### src/rtl/viewport_pkg.sv
// viewport_pkg: shared types, defaults and packing helpers for the viewport scaler
package viewport_pkg;
    localparam int FRAC_DEF = 10;
    localparam logic [20:0] SCALE_X_DEF = 21'h2800;
    localparam logic [20:0] SCALE_Y_DEF = 21'h1E00;
    typedef enum logic [1:0] {IDLE, SCALE, DONE} state_t;
    function automatic int vtx_lsb(input int k, input int w);
        return 3 * k * w;
    endfunction
endpackage

### src/rtl/viewport_scaler_pipe_if.sv
// viewport_scaler_pipe_if: primitive handshake, config and result bundle
interface viewport_scaler_pipe_if #(parameter int VTX_CNT = 4, parameter int W = 21);
    logic in_valid, in_ready, out_valid, out_ready;
    logic [VTX_CNT*3*W-1:0] in_vtx, out_vtx;
    logic signed [W-1:0] cfg_scale_x, cfg_scale_y, cfg_off_x, cfg_off_y;
    logic [VTX_CNT-1:0] out_sat;
    modport master (
        output in_valid, in_vtx, cfg_scale_x, cfg_scale_y, cfg_off_x, cfg_off_y, out_ready,
        input in_ready, out_valid, out_vtx, out_sat
    );
    modport slave (
        input in_valid, in_vtx, cfg_scale_x, cfg_scale_y, cfg_off_x, cfg_off_y, out_ready,
        output in_ready, out_valid, out_vtx, out_sat
    );
endinterface

### src/rtl/scale_sat_lane.sv
// scale_sat_lane: one coordinate, sat(((raw*scale)>>>FRAC)+off) with clamp flag
module scale_sat_lane #(parameter int W = 21, parameter int FRAC = 10) (
    input  logic signed [W-1:0] raw,
    input  logic signed [W-1:0] scale,
    input  logic signed [W-1:0] off,
    output logic signed [W-1:0] val,
    output logic                sat
);
    logic signed [2*W-1:0] prod, shifted;
    logic signed [2*W:0] sum;
    assign prod = (2*W)'(raw) * (2*W)'(scale);
    assign shifted = prod >>> FRAC;
    assign sum = (2*W+1)'(shifted) + (2*W+1)'(off);
    // in range only when every bit above the result sign matches it
    assign sat = ~(&sum[2*W:W-1] | ~|sum[2*W:W-1]);
    assign val = sat ? (sum[2*W] ? {1'b1, {(W-1){1'b0}}} : {1'b0, {(W-1){1'b1}}}) : sum[W-1:0];
endmodule

### src/rtl/viewport_scaler_pipe.sv
// viewport_scaler_pipe: sequential NDC-to-screen scaler, one vertex per cycle
module viewport_scaler_pipe
    import viewport_pkg::*;
#(
    parameter int VTX_CNT = 4,
    parameter int W = 21,
    parameter int FRAC = FRAC_DEF,
    parameter int IDX_W = 3
) (
    input logic clk,
    input logic rst,
    viewport_scaler_pipe_if.slave bus
);
    localparam int VW = 3 * W;
    localparam int DW = VTX_CNT * VW;
    state_t state;
    logic [IDX_W-1:0] k;
    logic [DW-1:0] vtx_r;
    logic signed [W-1:0] sx_r, sy_r, ox_r, oy_r;
    logic signed [W-1:0] x_raw, y_raw, z_raw, x_val, y_val;
    logic x_sat, y_sat;
    always_comb begin
        x_raw = '0;
        y_raw = '0;
        z_raw = '0;
        for (int i = 0; i < VTX_CNT; i++) begin
            if (k == IDX_W'(i)) begin
                x_raw = vtx_r[vtx_lsb(i, W) +: W];
                y_raw = vtx_r[vtx_lsb(i, W) + W +: W];
                z_raw = vtx_r[vtx_lsb(i, W) + 2*W +: W];
            end
        end
    end
    scale_sat_lane #(.W(W), .FRAC(FRAC)) lane_x (.raw(x_raw), .scale(sx_r), .off(ox_r), .val(x_val), .sat(x_sat));
    scale_sat_lane #(.W(W), .FRAC(FRAC)) lane_y (.raw(y_raw), .scale(sy_r), .off(oy_r), .val(y_val), .sat(y_sat));
    always_ff @(posedge clk) begin
        if (rst) begin
            state <= IDLE;
            k <= '0;
            bus.in_ready <= 1'b0;
            bus.out_valid <= 1'b0;
            bus.out_vtx <= '0;
            bus.out_sat <= '0;
        end else begin
            case (state)
                IDLE: begin
                    if (bus.in_valid && bus.in_ready) begin
                        vtx_r <= bus.in_vtx;
                        sx_r <= bus.cfg_scale_x;
                        sy_r <= bus.cfg_scale_y;
                        ox_r <= bus.cfg_off_x;
                        oy_r <= bus.cfg_off_y;
                        k <= '0;
                        bus.in_ready <= 1'b0;
                        state <= SCALE;
                    end else begin
                        bus.in_ready <= 1'b1;
                    end
                end
                SCALE: begin
                    for (int i = 0; i < VTX_CNT; i++) begin
                        if (k == IDX_W'(i)) begin
                            bus.out_vtx[vtx_lsb(i, W) +: VW] <= {z_raw, y_val, x_val};
                            bus.out_sat[i] <= x_sat | y_sat;
                        end
                    end
                    k <= k + 1'b1;
                    if (k == IDX_W'(VTX_CNT - 1)) begin
                        bus.out_valid <= 1'b1;
                        state <= DONE;
                    end
                end
                DONE: begin
                    if (bus.out_ready) begin
                        bus.out_valid <= 1'b0;
                        bus.in_ready <= 1'b1;
                        state <= IDLE;
                    end
                end
                default: state <= IDLE;
            endcase
        end
    end
endmodule
### src/flat_wrapper.sv
// flat-port wrapper written by rule: the top's interface ports become plain ports
module viewport_scaler_pipe_flat import viewport_pkg::*;
#(
    parameter int VTX_CNT = 4,
    parameter int W = 21,
    parameter int FRAC = FRAC_DEF,
    parameter int IDX_W = 3
)
  (clk, rst, bus_in_valid, bus_in_vtx, bus_cfg_scale_x, bus_cfg_scale_y, bus_cfg_off_x, bus_cfg_off_y, bus_out_ready, bus_in_ready, bus_out_valid, bus_out_vtx, bus_out_sat);
  viewport_scaler_pipe_if #(.VTX_CNT(VTX_CNT), .W(W)) bus_i ();
  input logic clk;
  input logic rst;
  input wire logic [$bits(bus_i.in_valid)-1:0] bus_in_valid;
  input wire logic [$bits(bus_i.in_vtx)-1:0] bus_in_vtx;
  input wire logic [$bits(bus_i.cfg_scale_x)-1:0] bus_cfg_scale_x;
  input wire logic [$bits(bus_i.cfg_scale_y)-1:0] bus_cfg_scale_y;
  input wire logic [$bits(bus_i.cfg_off_x)-1:0] bus_cfg_off_x;
  input wire logic [$bits(bus_i.cfg_off_y)-1:0] bus_cfg_off_y;
  input wire logic [$bits(bus_i.out_ready)-1:0] bus_out_ready;
  output wire logic [$bits(bus_i.in_ready)-1:0] bus_in_ready;
  output wire logic [$bits(bus_i.out_valid)-1:0] bus_out_valid;
  output wire logic [$bits(bus_i.out_vtx)-1:0] bus_out_vtx;
  output wire logic [$bits(bus_i.out_sat)-1:0] bus_out_sat;
  assign bus_i.in_valid = bus_in_valid;
  assign bus_i.in_vtx = bus_in_vtx;
  assign bus_i.cfg_scale_x = bus_cfg_scale_x;
  assign bus_i.cfg_scale_y = bus_cfg_scale_y;
  assign bus_i.cfg_off_x = bus_cfg_off_x;
  assign bus_i.cfg_off_y = bus_cfg_off_y;
  assign bus_i.out_ready = bus_out_ready;
  assign bus_in_ready = bus_i.in_ready;
  assign bus_out_valid = bus_i.out_valid;
  assign bus_out_vtx = bus_i.out_vtx;
  assign bus_out_sat = bus_i.out_sat;
  viewport_scaler_pipe #(.VTX_CNT(VTX_CNT), .W(W), .FRAC(FRAC), .IDX_W(IDX_W)) u_core (.clk(clk), .rst(rst), .bus(bus_i));
endmodule
### config.mk
export PLATFORM = sky130hd
export DESIGN_NAME = viewport_scaler_pipe_flat
export DESIGN_NICKNAME = d
export VERILOG_FILES = /design/src/rtl/viewport_pkg.sv /design/src/rtl/viewport_scaler_pipe_if.sv /design/src/rtl/scale_sat_lane.sv /design/src/rtl/viewport_scaler_pipe.sv /design/src/flat_wrapper.sv
export SDC_FILE = /design/constraint.sdc
export NUM_CORES = 2
export LEC_CHECK = 0
export ABC_AREA = 0
export CAP_MARGIN = 0
export CORE_MARGIN = 10
export CORE_UTILIZATION = 64
export CTS_CLUSTER_DIAMETER = 50
export DETAILED_ROUTE_END_ITERATION = 8
export GPL_TIMING_DRIVEN = 0
export HOLD_SLACK_MARGIN = 0.15
export PLACE_DENSITY = 0.95
export REMOVE_ABC_BUFFERS = 1
export SKIP_LAST_GASP = 1
export SYNTH_ARGS = -nofsm -noshare
export SYNTH_HDL_FRONTEND = slang
export SYNTH_SLANG_ARGS = --single-unit
### constraint.sdc
create_clock -name clk -period 85.2 [get_ports clk]
set_clock_uncertainty 0.2 [all_clocks]
set_input_delay 21.3 -clock clk [delete_from_list [all_inputs] [get_ports clk]]
set_output_delay 21.3 -clock clk [all_outputs]
set_load 0.005 [all_outputs]
-- After elaboration in Yosys (flattened, before gate mapping)
Index checks and enable logic that the tools add are counted.
- word-level logic and storage cells: 84
- register bits: 599
- input port bits: 340
- output and inout bits: 258
- $add $sub $neg: 3
- bitwise operators: 6
- equal/unequal tests: 8
- mux-type cells: 27
- multiply operators: 2
- reductions and logical operators: 21
- operator list (operator ; number):
    $mux 21 ; 15
    $mul 21x21->42 ; 2
    $add 32x21->33 ; 2
    $reduce_and 23->1 ; 2
    $reduce_or 23->1 ; 2
    $reduce_and 2->1 ; 6
    $reduce_and 3->1 ; 3
    $eq 3x2->1 const B ; 2
    $mux 2 ; 3
    $pmux 2 s3 ; 1
    $pmux 3 s2 ; 1
    $reduce_bool 2->1 ; 3
    $mux 1 ; 4
    $ne 2x1->1 const B ; 2
    $pmux 1 s2 ; 2
    $add 3x1->3 const B ; 1
    $eq 3x1->1 const B ; 1
    $logic_not 3->1 ; 1
    $mux 3 ; 1
    $not 1->1 ; 3
    $or 1x1->1 ; 3
    $eq 2x1->1 const B ; 1
    $eq 2x2->1 const B ; 1
    $logic_not 1->1 ; 2
    other kinds (3) ; 3

-- Logic depth before layout (Yosys ltp)
- depth in word-level cells: 12
- gate-level depth with buffers: 52
- depth with buffers taken out: 46

-- By module
From an unflattened synthesis, not the netlist that was laid out.
- cells, all modules: 6003
- area total of the unflattened synthesis: 58511.1 um^2
- modules (own cells, without submodules) (module ; area an instance (um^2) ; sequential area each (um^2) ; cells each ; times used):
    viewport_scaler_pipe ; 21866.0 ; 15354.7 ; 1835 ; 1
    scale_sat_lane at u_core.lane_y ; 18531.5 ; 0.0 ; 2123 ; 1
    scale_sat_lane at u_core.lane_x ; 18113.6 ; 0.0 ; 2045 ; 1

-- Worst setup path before layout
OpenSTA, ideal clock, no wires.
- kind: in2reg
- start point: input rst
- end point: register u_core.state[0]
- path buffers: 0
- path slack: 29.551 ns
- setup time: 0.194 ns
- stages on the path: 2
- data required time: 84.806 ns
- arrival time: 55.255 ns
- path through: nor4_1 -> or2_2
- RTL lines (item ; RTL line ; RTL):
    from (decl) ; flat_wrapper.sv:12 ; input logic rst;
    to (signal assigned) ; viewport_scaler_pipe.sv:38 ; state <= IDLE;
    to (signal assigned) ; viewport_scaler_pipe.sv:55 ; state <= SCALE;
    to (signal assigned) ; viewport_scaler_pipe.sv:70 ; state <= DONE;
    to (decl) ; viewport_scaler_pipe.sv:16 ; state_t state;

-- Final worst setup path
- start point: input rst
- end point: register u_core.sy_r[15] (enable)
- longest elaborated chain between the ends: 2
- ends and longest elaborated chain (item ; RTL line ; RTL):
    $not 1->1 (no line) ; - ;
    $reduce_and 3->1 (no line) ; - ;
    to (signal assigned) ; viewport_scaler_pipe.sv:50 ; sy_r <= bus.cfg_scale_y;
    to (decl) ; viewport_scaler_pipe.sv:19 ; logic signed [W-1:0] sx_r, sy_r, ox_r, oy_r;
Every way passes these cells.
A chain may end at the register's enable or synchronous reset.

==> run metrics <==
result of the run=finished clean; transition time at the pin with the least slew margin=1.367 ns; CTS HTree Levels=3; crit path buf inv count=13; cts hold-fix bufs=0; warnings from Yosys=0; number of antenna-violating nets in the routed design=0; category of the most critical setup path=in -> reg; clock tree sinks=599; distinct cell type count after synthesis=~90; RSZ-0062 raised after global routing=false; TNS Setup=0 ns; startpoint of the most critical register-to-register path=u_core.k[1]; kind of cell adding the most delay to the critical path=buffers and inverters; shortest clock period the worst path allows after layout=24.73 ns; number of max-slew violations in the final report=0; worst-case reg-to-reg path depth=40; DRC viols=0; clock latency on the worst-skew pair=0.68 ns; proportion of layout cells with a drive suffix above 1=0.05637; FF+latch count, synth=599; endpoint kind of the worst setup timing path=flip-flop; ys async rst share=0; Post-Syn Area=57090 um^2; Worst path depth=14; launching instance or port of the critical path=rst; Reg2Reg Setup Slack=69.57 ns; final HPWL from detailed placement=138.6 mm; dominant register cell in the synthesized netlist=edfxtp_1; capture point of the worst reg-to-reg path=u_core.bus.out_vtx[152]; most frequent CP cell=buf_4; clock input transition at the sequential cells of the worst setup and hold paths=0.06 ns; Net count, final=7728; routability congestion estimate from global placement=0.9407; average wire length per cell after detail routing=25.73 um; total number of placement rows=approximately 110; sequential area share after synthesis=0.2689; number of standard cells after synthesis=5731; Vias=46620; initial DRC count=between 5000 and 6000; startpoint of the tightest hold check path=u_core.bus.out_vtx[146]; Worst Setup Start Kind=input pin; DIE HEIGHT=318.7 um; initial core utilization=0.6451; Overall Global Routing Usage=0.3762; number of buffers created by CTS=approximately 70; maximum fanout count along the critical path=88; type of the most critical hold path=reg -> reg; total iterations of the first detailed-routing run=7; crit path capture=u_core.sy_r[15]; root cell of the clock tree=clkbuf_16; period utilization=0.2903; number of placed I/O pins=between 500 and 600; maximum number of pins on one net before global-route repair=around 100; worst slew margin relative to its limit=0.08874; post-CTS repair timing setup buffer count=0; x dimension of the die=about 320 um; placeable core region=between 80000 and 90000 um^2; area enclosed by the die boundary=roughly 100000 um^2; global-route wire length before repair=294.5 mm; vias in the first global route=about 50000; TritonCTS clock tree=done; leading cell type in the layout, fill and taps excluded=inv_1; number of max-capacitance violations reported=0; number of gates given a new drive strength after cts=0; count of input and output buffers=approximately 600; antenna violations before repair=18; slowest cell on the critical path=nor4_2; commonest non-fill, non-tap cells in the layout=inv_1 (1032), fa_1 (918), nand2_1 (650); Hold Vio Cnt, Final=0; Post-synth EDFFs=336; critical path, cell by cell=buf_4, buf_16, nor4_2, buf_4, buf_4, buf_4, buf_4, buf_4, buf_4, buf_4, buf_4, buf_4, buf_6, buf_4; synthesis-to-layout area growth=17.57%; gr ovfl total=0; final setup violation count=0; total detailed-routing wirelength=190.8 mm; CP peak stage delay=0.66 ns; syn_area_per_cell=roughly 10 um^2; vias per cell=6.286; data arrival time of the worst path=24.91 ns; worst path required time=85.38 ns; Clock Tree Buf Depth=3; f_max=slightly above 0.04 GHz
logic make-up (layout without fill, tap and decap cells):
logic type / count (synthesis) / after routing / share of synthesized area
and+or+nand+nor: 1641 / 1641 / 0.1354
buffers and inverters: 1336 / 1849 / 0.08906
adders and majority gates: 1201 / 1201 / 0.3839
AOI/OAI and AO/OA: 804 / 804 / 0.09912
DFF: 599 / 599 / 0.2689
xor gates and xnor gates: 124 / 124 / 0.01902
muxes: 26 / 26 / 0.004558
other: 0 / 8 / 0
metrics by stage:
stage | hold slack (ns) | utilization | instance area [um^2] | instances | setup WS [ns]
2_1_floorplan | 0.2467 | - | 55890 | 5429 | 29.55
3_3_place_gp | 0.2436 | 0.7154 | 63320 | 7191 | 12.92
3_5_place_dp | 0.2508 | 0.7317 | 64760 | 7281 | 59.94
4_1_cts | 0.2666 | 0.7581 | 67100 | 7409 | 60.61
5_1_grt | 0.2857 | 0.7582 | 67110 | 7412 | 60.38
6_report | 0.2650 | 0.7584 | 67120 | 7417 | 60.47
synthesized netlist by cell type, drive strengths merged, types with 19 or more instances:
cell type     n  area, um^2
o21a         32       240.2
nor2b        28       175.2
a21oi       175       898.4
a21o         35       262.8
nor2        360        1351
inv        1032        3874
nand3        31       155.2
xor2         39       341.6
and2        428        2681
ha          283        3541
fa          918       18380
mux2i        26       260.3
clkbuf      267        1003
nand2       652        2450
edfxtp      336       10090
nor3         27       140.1
xnor2        85       744.5
nand4        19       118.9
buf          35       200.2
o21ai       158       843.3
a22oi        39       292.8
a211oi      245        2049
or2          25       156.4
dfxtp       263        5265
final cells by class:
class | instances | area (um^2)
multi-input combinational | 3796 | 36880
inverter | 1034 | 3881
clock buffer | 83 | 1809
fill | 4846 | 21390
tap | 1165 | 1458
timing repair buffer | 687 | 7197
clock inverter | 45 | 526.8
sequential | 599 | 15350
antenna | 8 | 20.02
sequential cells by signal, summed over array words and instances (netlist names), 3 cells and up:
| name | flops |
|---|---|
| u_core.vtx_r | 252 |
| u_core.bus.out_vtx | 252 |
| u_core.bus.out_sat | 4 |
| u_core.ox_r | 21 |
| u_core.k | 3 |
| u_core.sy_r | 21 |
| u_core.sx_r | 21 |
| u_core.oy_r | 21 |
tightest hold or removal path: cells and delay by family (launching register included):
family	cells	cell delay, ns
AND/OR/NAND/NOR	1	0.05
flip-flops	1	0.31
AO/OA/AOI/OAI	1	0.05
worst min path at each step:
stage / to / slack, ns / depth (start not counted)
2_1_floorplan: u_core.bus.out_vtx[104] / 0.25 / 2
5_1_grt: u_core.bus.out_vtx[83] / 0.29 / 2
3_3_place_gp: u_core.bus.out_vtx[20] / 0.24 / 2
6_report: u_core.bus.out_vtx[146] / 0.27 / 2
3_5_place_dp: u_core.bus.out_vtx[248] / 0.25 / 2
4_1_cts: u_core.bus.out_vtx[146] / 0.27 / 2
per-layer routing:
metal,vias to the layer above,GRT usage,share of wire
met5,-,0,0.00049
met4,16,0.2554,0.083
met3,1161,0.1329,0.14
met2,4041,0.5893,0.45
met1,22410,0.4318,0.33
li1,18990,-,-
Power is not shown: default switching activity piles up to over one toggle a cycle in this logic, so the estimate is an artifact.
